**src/rtl/vram_fill_ctrl.sv**
```systemverilog
// Rectangle fill engine for the menu name-table/attribute RAM pair, sharing
// RAM port A with CPU single-byte writes (CPU always wins the port).
module vram_fill_ctrl #(
  parameter int COLS = 32,
  parameter int ROWS = 30
) (
  input  logic        clk,
  input  logic        rst_n,
  input  logic        reg_we,
  input  logic [2:0]  reg_addr,
  input  logic [7:0]  reg_di,
  output logic [7:0]  reg_do,
  input  logic        cpu_req,
  input  logic [10:0] cpu_addr,
  input  logic [7:0]  cpu_dat,
  input  logic [3:0]  cpu_atr,
  output logic        ram_we,
  output logic [10:0] ram_addr,
  output logic [7:0]  ram_dat,
  output logic [3:0]  ram_atr,
  output logic        busy,
  output logic        done
);
  typedef enum logic [1:0] {S_IDLE = 2'd0, S_LOAD = 2'd1, S_RUN = 2'd2, S_DONE = 2'd3} state_t;

  localparam logic [5:0] COLS_W = 6'(COLS);
  localparam logic [4:0] ROWS_W = 5'(ROWS);

  state_t      state_r, state_nx_s;
  logic [4:0]  x_r, y_r, h_r;
  logic [5:0]  w_r;
  logic [7:0]  tile_r, tile_c_r;
  logic [3:0]  atr_r, atr_c_r;
  logic        nt_r, err_r, eng_wr_r;
  logic [4:0]  x_c_r, ye_r, col_r, row_r;
  logic [5:0]  xe_r;
  logic        ctrl_wr_s, start_s, abort_s, geo_err_s, last_s;
  logic [5:0]  col_room_s, wc_s, xe_s;
  logic [4:0]  row_room_s, hc_s, ye_s, col_nx_s, row_nx_s;
  logic [7:0]  eng_tile_s;
  logic [3:0]  eng_atr_s;

  assign ctrl_wr_s  = reg_we && (reg_addr == 3'd6);
  assign start_s    = ctrl_wr_s && reg_di[0] && !reg_di[1];
  assign abort_s    = ctrl_wr_s && reg_di[1];

  // Clipped extents; no wrap past the right edge or the last visible row.
  assign col_room_s = COLS_W - {1'b0, x_r};
  assign row_room_s = ROWS_W - y_r;
  assign wc_s       = (w_r < col_room_s) ? w_r : col_room_s;
  assign hc_s       = (h_r < row_room_s) ? h_r : row_room_s;
  assign xe_s       = {1'b0, x_r} + wc_s - 6'd1;
  assign ye_s       = y_r + hc_s - 5'd1;
  assign geo_err_s  = (w_r == 6'd0) || (h_r == 5'd0) ||
                      ({1'b0, x_r} >= COLS_W) || (y_r >= ROWS_W);
  assign last_s     = ({1'b0, col_r} == xe_r) && (row_r == ye_r);

  // CPU-visible register file.
  always_ff @(posedge clk or negedge rst_n) begin
    if (!rst_n) begin
      x_r    <= 5'd0;
      y_r    <= 5'd0;
      w_r    <= 6'd0;
      h_r    <= 5'd0;
      tile_r <= 8'd0;
      atr_r  <= 4'd0;
    end else if (reg_we) begin
      case (reg_addr)
        3'd0:    x_r    <= reg_di[4:0];
        3'd1:    y_r    <= reg_di[4:0];
        3'd2:    w_r    <= reg_di[5:0];
        3'd3:    h_r    <= reg_di[4:0];
        3'd4:    tile_r <= reg_di;
        3'd5:    atr_r  <= reg_di[3:0];
        default: ;
      endcase
    end
  end

  // Register read mux.
  always_comb begin
    reg_do = 8'd0;
    case (reg_addr)
      3'd0:    reg_do = {3'd0, x_r};
      3'd1:    reg_do = {3'd0, y_r};
      3'd2:    reg_do = {2'd0, w_r};
      3'd3:    reg_do = {3'd0, h_r};
      3'd4:    reg_do = tile_r;
      3'd5:    reg_do = {4'd0, atr_r};
      3'd6:    reg_do = {5'd0, nt_r, err_r, busy};
      default: reg_do = 8'd0;
    endcase
  end

  // FSM state register.
  always_ff @(posedge clk or negedge rst_n) begin
    if (!rst_n) begin
      state_r <= S_IDLE;
    end else begin
      state_r <= state_nx_s;
    end
  end

  // FSM next state; a RUN cycle only retires a cell when the port carried an engine write.
  always_comb begin
    state_nx_s = state_r;
    case (state_r)
      S_IDLE: begin
        if (start_s) state_nx_s = S_LOAD;
        else         state_nx_s = S_IDLE;
      end
      S_LOAD: begin
        if (abort_s || geo_err_s) state_nx_s = S_DONE;
        else                      state_nx_s = S_RUN;
      end
      S_RUN: begin
        if (abort_s)                 state_nx_s = S_DONE;
        else if (eng_wr_r && last_s) state_nx_s = S_DONE;
        else                         state_nx_s = S_RUN;
      end
      S_DONE:  state_nx_s = S_IDLE;
      default: state_nx_s = S_IDLE;
    endcase
  end

  // FSM outputs.
  always_comb begin
    busy = (state_r != S_IDLE);
    done = (state_r == S_DONE);
  end

  // Cursor for the next engine write.
  always_comb begin
    col_nx_s = col_r;
    row_nx_s = row_r;
    if (state_r == S_LOAD) begin
      col_nx_s = x_r;
      row_nx_s = y_r;
    end else if ((state_r == S_RUN) && eng_wr_r) begin
      if ({1'b0, col_r} == xe_r) begin
        col_nx_s = x_c_r;
        row_nx_s = row_r + 5'd1;
      end else begin
        col_nx_s = col_r + 5'd1;
        row_nx_s = row_r;
      end
    end else begin
      col_nx_s = col_r;
      row_nx_s = row_r;
    end
    eng_tile_s = (state_r == S_LOAD) ? tile_r : tile_c_r;
    eng_atr_s  = (state_r == S_LOAD) ? atr_r  : atr_c_r;
  end

  // Fill context: latched geometry copies, cursor, status bits.
  always_ff @(posedge clk or negedge rst_n) begin
    if (!rst_n) begin
      x_c_r    <= 5'd0;
      xe_r     <= 6'd0;
      ye_r     <= 5'd0;
      tile_c_r <= 8'd0;
      atr_c_r  <= 4'd0;
      col_r    <= 5'd0;
      row_r    <= 5'd0;
      nt_r     <= 1'b0;
      err_r    <= 1'b0;
    end else begin
      col_r <= col_nx_s;
      row_r <= row_nx_s;
      if (state_r == S_LOAD) begin
        x_c_r    <= x_r;
        xe_r     <= xe_s;
        ye_r     <= ye_s;
        tile_c_r <= tile_r;
        atr_c_r  <= atr_r;
      end
      if ((state_r == S_IDLE) && start_s) begin
        nt_r  <= reg_di[2];
        err_r <= 1'b0;
      end else if ((state_r == S_LOAD) && !abort_s && geo_err_s) begin
        err_r <= 1'b1;
      end
    end
  end

  // Registered RAM port: loaded one cycle ahead with the write it will carry.
  always_ff @(posedge clk or negedge rst_n) begin
    if (!rst_n) begin
      ram_we   <= 1'b0;
      ram_addr <= 11'd0;
      ram_dat  <= 8'd0;
      ram_atr  <= 4'd0;
      eng_wr_r <= 1'b0;
    end else if (cpu_req) begin
      ram_we   <= 1'b1;
      ram_addr <= cpu_addr;
      ram_dat  <= cpu_dat;
      ram_atr  <= cpu_atr;
      eng_wr_r <= 1'b0;
    end else if (state_nx_s == S_RUN) begin
      ram_we   <= 1'b1;
      ram_addr <= {nt_r, row_nx_s, col_nx_s};
      ram_dat  <= eng_tile_s;
      ram_atr  <= eng_atr_s;
      eng_wr_r <= 1'b1;
    end else begin
      ram_we   <= 1'b0;
      eng_wr_r <= 1'b0;
    end
  end
endmodule

```
**config.mk**
```make
export PLATFORM = sky130hd
export DESIGN_NAME = vram_fill_ctrl
export DESIGN_NICKNAME = d
export VERILOG_FILES = /design/src/rtl/vram_fill_ctrl.sv
export SDC_FILE = /design/constraint.sdc
export NUM_CORES = 1
export LEC_CHECK = 0
export ABC_AREA = 1
export CORE_ASPECT_RATIO = 1.4
export CORE_MARGIN = 3
export CORE_UTILIZATION = 45
export CTS_CLUSTER_SIZE = 24
export DETAILED_ROUTE_END_ITERATION = 8
export DONT_BUFFER_PORTS = 1
export HOLD_SLACK_MARGIN = 0.1
export SLEW_MARGIN = 25
export SYNTH_ARGS = -nofsm -noshare
export SYNTH_HDL_FRONTEND = slang
export SYNTH_SLANG_ARGS = --single-unit
```
**constraint.sdc**
```tcl
create_clock -name clk -period 4.3 [get_ports clk]
set_clock_uncertainty 0.1 [all_clocks]
set_input_delay 0.86 -clock clk [delete_from_list [all_inputs] [get_ports clk]]
set_output_delay 0.86 -clock clk [all_outputs]
set_load 0.02 [all_outputs]
```
* Yosys cells after proc, flatten, opt, wreduce, memory -nomap -nowiden
Cells that the tools add are included.
** Operators by class
- Magnitude comparators :: 3
- Eq/ne operators :: 12
- $add $sub $neg :: 8
- Multiplexer cells :: 27
- Reduce and logical (&&, ||, !) cells :: 28
** Operators with widths (count)
- $pmux 8 s7 :: 1
- $mux 5 :: 7
- $mux 8 :: 3
- $mux 11 :: 2
- $mux 4 :: 3
- $reduce_and 2->1 :: 6
- $add 5x1->5 const B :: 2
- $logic_and 1x1->1 :: 10
- $eq 3x3->1 const B :: 3
- $mux 1 :: 9
- $pmux 2 s4 :: 1
- $add 5x6->6 :: 1
- $eq 2x2->1 const B :: 3
- $eq 3x2->1 const B :: 2
- $eq 5x6->1 :: 1
- $logic_not 6->1 :: 1
- $lt 6x6->1 :: 1
- $mux 6 :: 1
- $reduce_bool 2->1 :: 3
- $sub 6x1->6 const B :: 1
- $sub 6x5->6 const A :: 1
- $add 5x5->5 :: 1
- $eq 5x5->1 :: 1
- $ge 5x5->1 const B :: 1
- 10 further kinds :: 13
** Storage, ports and cells
- Register bits :: 100
- Bits of input ports :: 38

* Logic depth before layout (Yosys ltp)
- Depth after elaboration :: 9
- Mapped depth :: 23
- Gate-level depth less buffers :: 22

* Least setup slack after synthesis
OpenSTA, ideal clock, no wires.
- Path kind :: register to register
- From :: reg x_r[0]
- To :: reg xe_r[5]
- Arrival :: 3451 ps
- Slack :: 667 ps
- Stages on the path, launching flop included :: 23
- Data required time :: 4117 ps
- Library setup time :: 83 ps
- Path buffers :: 1
- Cells stage by stage :: dfrtp_1 -> inv_1 -> ha_1 -> nand3_1 -> xor2_1 -> ha_1 -> nand2_1 -> nor2_1 -> o21ai_0 -> o211ai_1 -> clkbuf_1 -> o21ai_0 -> ha_1 -> inv_1 -> ha_1 -> inv_1 -> fa_1 -> o21ai_0 -> xor2_1 -> inv_1 -> o211ai_1 -> nand3_1 -> o21ai_0
** On the way
- Cells in the longest elaborated chain, start to end :: 5
** Ends and longest elaborated chain
- start, declared :: RTL line 30 : logic [4:0] x_r, y_r, h_r;
- start signal, assigned :: RTL line 69 : 3'd0: x_r <= reg_di[4:0];
- $sub 6x5->6 :: RTL line 48 : assign col_room_s = COLS_W - {1'b0, x_r};
- $lt 6x6->1 :: RTL line 50 : assign wc_s = (w_r < col_room_s) ? w_r : col_room_s;
- $mux 6 :: RTL line 50
- $add 5x6->6 * :: RTL line 52 : assign xe_s = {1'b0, x_r} + wc_s - 6'd1;
- $sub 6x1->6 * :: RTL line 52
- end signal, assigned :: RTL line 172 : xe_r <= xe_s;
- end, declared :: RTL line 36 : logic [5:0] xe_r;
Mark *: on every way between the ends. The rest lies on a longest branch, timed or not.
A chain may end at the register's enable or synchronous reset.

* Worst setup path after layout
- From :: reg x_r[1]
- To :: reg xe_r[5]
Same word-level chain as after synthesis.

==> impl_metrics.prom <==
# TYPE chip_impl_metric gauge
chip_impl_info{name="run_status",value="finished clean"} 1
chip_impl_metric{name="grt_antenna_before_repair",unit=""} 0
chip_impl_metric{name="final.setup.tns",unit="ns"} 0
chip_impl_info{name="clock_tree_from_tritoncts",value="done"} 1
chip_impl_metric{name="hpwl",unit="um"} 10690
chip_impl_metric{name="synth_cells",unit=""} 761
chip_impl_metric{name="slew_violations",unit=""} 0
chip_impl_metric{name="yosys.cell_types.count",unit=""} 36
chip_impl_metric{name="area_growth_syn_to_layout",unit="%"} 9.324
chip_impl_info{name="startpoint_type",value="flop"} 1
chip_impl_metric{name="routed_wire_length_per_instance",unit="um"} 16.12
chip_impl_info{name="postSynth.topFlopCell",value="sky130_fd_sc_hd__dfrtp_1"} 1
chip_impl_metric{name="worst_slew_pin_slew",unit="ns"} 0.9171
chip_impl_metric{name="yosys_warnings",unit=""} 0
chip_impl_metric{name="synthesis.nets",unit=""} 835
chip_impl_metric{name="timing.final.setup_violations",unit=""} 0
chip_impl_metric{name="critical_path_arrival",unit="ns"} 4.11
chip_impl_metric{name="num_antenna_cells",unit=""} 0
chip_impl_metric{name="placed_cells",unit=""} 893
chip_impl_metric{name="maxClockFrequency",unit="MHz"} 253.9
chip_impl_metric{name="wirelength",unit="um"} 14750
chip_impl_info{name="synth.area.top_cells",value="sky130_fd_sc_hd__dfrtp_1 (43%), sky130_fd_sc_hd__nand2_1 (18%), sky130_fd_sc_hd__ha_1 (7.4%)"} 1
chip_impl_metric{name="worst_ep_required_time",unit="ns"} 4.47
chip_impl_metric{name="drc_marker_count_from_the_first_detailed_route_iteration",unit=""} 241
chip_impl_info{name="cts_root_buffer",value="sky130_fd_sc_hd__clkbuf_16"} 1
chip_impl_info{name="synth.most_common_cell",value="sky130_fd_sc_hd__nand2_1"} 1
chip_impl_metric{name="synth_area",unit="um^2"} 5771
chip_impl_info{name="reg2reg_from",value="x_r[1]"} 1
chip_impl_metric{name="vdd_ir_drop_max",unit="uV"} 234.7
chip_impl_metric{name="async_flop_share",unit="%"} 100.0
chip_impl_metric{name="fp.dieH",unit="um"} 140.0
chip_impl_metric{name="via_count_of_the_first_global_routing_pass",unit=""} 4722
chip_impl_metric{name="slew_headroom",unit="%"} 38.30
chip_impl_metric{name="design.core.area",unit="um^2"} 12430
chip_impl_metric{name="period_needed",unit="ns"} 3.939
chip_impl_metric{name="ant_nets",unit=""} 0
chip_impl_metric{name="track_usage",unit="%"} 21.33
chip_impl_info{name="post-synth-top-area-cell",value="sky130_fd_sc_hd__dfrtp_1"} 1
chip_impl_metric{name="p_per_area",unit="nW/um^2"} 653.7
chip_impl_metric{name="clockBufferDepth",unit=""} 2
chip_impl_metric{name="synth_register_bits",unit=""} 100
chip_impl_metric{name="sequential_element_share_of_the_synthesized_area",unit="%"} 43.37
chip_impl_metric{name="layout_worst_path_cycle_share",unit="%"} 91.60
chip_impl_metric{name="pin_count_of_the_biggest_net_entering_global_routing",unit=""} 34
chip_impl_metric{name="buffer_ports.inserted",unit=""} 0
chip_impl_metric{name="final_layout_size_suffix_gt1_share",unit="%"} 4.967
chip_impl_metric{name="detail_route.first_pass.iterations",unit=""} 5
chip_impl_metric{name="cts.htree.levels",unit=""} 3
chip_impl_metric{name="critical_path.max_fanout",unit=""} 5
chip_impl_metric{name="start_util",unit="%"} 46.42
chip_impl_metric{name="clock_latency",unit="ns"} 0.34
chip_impl_metric{name="number_of_enable_flip_flop_cells_after_synthesis",unit=""} 0
chip_impl_metric{name="synth_area_per_cell",unit="um^2"} 7.583
chip_impl_info{name="cp-startpoint",value="x_r[1]"} 1
chip_impl_metric{name="rows",unit=""} 48
chip_impl_metric{name="synth_top_cell_area_share",unit="%"} 43.37
chip_impl_metric{name="die-area",unit="um^2"} 14240
chip_impl_metric{name="final_report_hold_violation_count",unit=""} 0
chip_impl_metric{name="dieWidth",unit="um"} 101.7
chip_impl_info{name="min_path_type",value="in -> async"} 1
chip_impl_metric{name="vias",unit=""} 4838
chip_impl_metric{name="leakagePower",unit="nW"} 3.304
chip_impl_info{name="synth.cells.most_frequent",value="sky130_fd_sc_hd__nand2_1 (277), sky130_fd_sc_hd__dfrtp_1 (100), sky130_fd_sc_hd__inv_1 (87), sky130_fd_sc_hd__o21ai_0 (71), sky130_fd_sc_hd__nand3_1 (54)"} 1
chip_impl_metric{name="boundary_pin_count",unit=""} 72
chip_impl_metric{name="globalRoute.totalOverflow",unit=""} 0
chip_impl_info{name="grt_setup_unrepaired",value="no"} 1
chip_impl_info{name="criticalPathCategory",value="reg -> reg"} 1
chip_impl_metric{name="cts.reportedPaths.clkPinSlew",unit="ns"} 0.07
chip_impl_metric{name="maxCapViolCount",unit=""} 0
chip_impl_metric{name="vias_per_cell",unit=""} 5.287
chip_impl_metric{name="finish.net_count",unit=""} 834
chip_impl_metric{name="global_route_wire_length_before_repair",unit="um"} 23890
chip_impl_info{name="worstSetupEndpointType",value="flop"} 1
chip_impl_metric{name="drc",unit=""} 0
chip_impl_metric{name="clock_sink_count",unit=""} 100
chip_impl_metric{name="finish.cell_count_without_fillers",unit=""} 915
chip_impl_metric{name="cts-buffers-inserted",unit=""} 9
chip_impl_metric{name="gpl_wtd_cong",unit=""} 0.9567
critical path: stages, from the launching register on:
cell and delay (ns):
sky130_fd_sc_hd__dfrtp_1 0.40, sky130_fd_sc_hd__inv_1 0.13, sky130_fd_sc_hd__ha_1 0.21, sky130_fd_sc_hd__nand3_1 0.13, sky130_fd_sc_hd__xor2_2 0.18, sky130_fd_sc_hd__ha_1 0.28
sky130_fd_sc_hd__nand2_1 0.08, sky130_fd_sc_hd__nor2_1 0.14, sky130_fd_sc_hd__o21ai_0 0.16, sky130_fd_sc_hd__o211ai_1 0.24, sky130_fd_sc_hd__nand2_1 0.09, sky130_fd_sc_hd__o21ai_1 0.10
sky130_fd_sc_hd__ha_1 0.25, sky130_fd_sc_hd__inv_1 0.06, sky130_fd_sc_hd__ha_1 0.15, sky130_fd_sc_hd__inv_1 0.06, sky130_fd_sc_hd__fa_1 0.40, sky130_fd_sc_hd__o21ai_1 0.19
sky130_fd_sc_hd__xor2_1 0.20, sky130_fd_sc_hd__inv_1 0.06, sky130_fd_sc_hd__o211ai_1 0.08, sky130_fd_sc_hd__nand3_1 0.10, sky130_fd_sc_hd__o21ai_0 0.08
stage by stage:
stage	hold WS [ns]	instance area, um^2	utilization [%]	power [mW]	setup slack, ns
after floorplan	0.3365	5771	-	2.811	0.6668
after global placement	0.3487	5874	47.25	3.097	0.3759
after detailed placement	0.3542	5874	47.25	3.163	0.2092
after CTS	0.2249	6286	50.56	4.137	0.1946
after global routing	0.2284	6309	50.74	4.492	0.005101
final	0.2322	6309	50.74	4.124	0.3611
timing repair:
| item | 4_1_cts | 5_1_grt |
|---|---|---|
| endpoints found under the hold margin | 33 | 0 |
| hold buffers | 4 | 0 |
| endpoints found under the setup margin | 0 | 1 |
| setup buffers | 0 | 1 |
| gates resized for setup | 0 | 4 |
kinds of logic (layout without fill, tap and decap cells):
| family | after synthesis | in the layout | share of synthesized area, % |
|---|---|---|---|
| adder cells (fa/ha/maj) | 36 | 36 | 8.066 |
| XOR/XNOR | 16 | 16 | 2.429 |
| flip-flops | 100 | 100 | 43.37 |
| AO/OA/AOI/OAI | 109 | 110 | 10.52 |
| buffers and inverters | 113 | 116 | 7.892 |
| AND/OR/NAND/NOR | 387 | 387 | 27.73 |
routing by layer:
metal  wire length (um)  up-vias  track usage [%]
met3                806       20            5.182
li1                   -     2440                -
met1               6603     2255            29.45
met5                  0        -                0
met4                292        0            5.882
met2               7050      123            33.38
sequential cells by signal, indices dropped and copies added, names as in the netlist, 2 cells and up:
name      count
ye_r          5
tile_c_r      8
atr_r         4
ram_dat       8
ram_atr       4
x_c_r         5
h_r           5
xe_r          6
w_r           6
x_r           5
tile_r        8
col_r         5
state_r       2
atr_c_r       4
row_r         5
y_r           5
ram_addr     11
power by group:
group	switching, mW	internal (mW)
Clock	0.352	0.570
Combinational	0.981	0.607
Sequential	0.361	1.25
path summary, 6_finish.rpt:
path | to | slack, ns | cells past startpoint
worst max-delay path | xe_r[5] | 0.36 | 22
worst min-delay path | col_r[0] | 0.23 | 1
worst max register to register | xe_r[5] | 0.36 | 22
worst min register to register | tile_c_r[2] | 0.37 | 2
max in group asynchronous | y_r[1] | 2.88 | 1
min in group clk | tile_c_r[2] | 0.37 | 2
cell type report:
| cell class | count | area [um^2] |
|---|---|---|
| timing repair buffer | 9 | 107.6 |
| tap | 150 | 187.7 |
| multi-input combinational | 549 | 2828 |
| sequential | 100 | 2502 |
| inverter | 91 | 341.6 |
| fill | 1218 | 6123 |
| clock buffer | 10 | 229.0 |
| clock inverter | 6 | 112.6 |
placed cells by master, fill, tap and decap left out, types with 3 or more instances in the layout:
master / n
sky130_fd_sc_hd__o211ai_1: 6
sky130_fd_sc_hd__nor2_4: 3
sky130_fd_sc_hd__o21ai_0: 69
sky130_fd_sc_hd__nor2_1: 37
sky130_fd_sc_hd__a31oi_1: 10
sky130_fd_sc_hd__and2_1: 3
sky130_fd_sc_hd__a221oi_1: 4
sky130_fd_sc_hd__bufinv_16: 3
sky130_fd_sc_hd__dfrtp_1: 100
sky130_fd_sc_hd__xnor2_1: 3
sky130_fd_sc_hd__inv_1: 86
sky130_fd_sc_hd__nand4_1: 3
sky130_fd_sc_hd__buf_4: 5
sky130_fd_sc_hd__nand2_1: 277
sky130_fd_sc_hd__xor2_1: 12
sky130_fd_sc_hd__a21oi_1: 12
sky130_fd_sc_hd__nand3_1: 54
sky130_fd_sc_hd__inv_2: 5
sky130_fd_sc_hd__clkbuf_16: 9
sky130_fd_sc_hd__ha_1: 34
sky130_fd_sc_hd__buf_12: 3
Note: power is estimated with default switching activity, not from simulation.
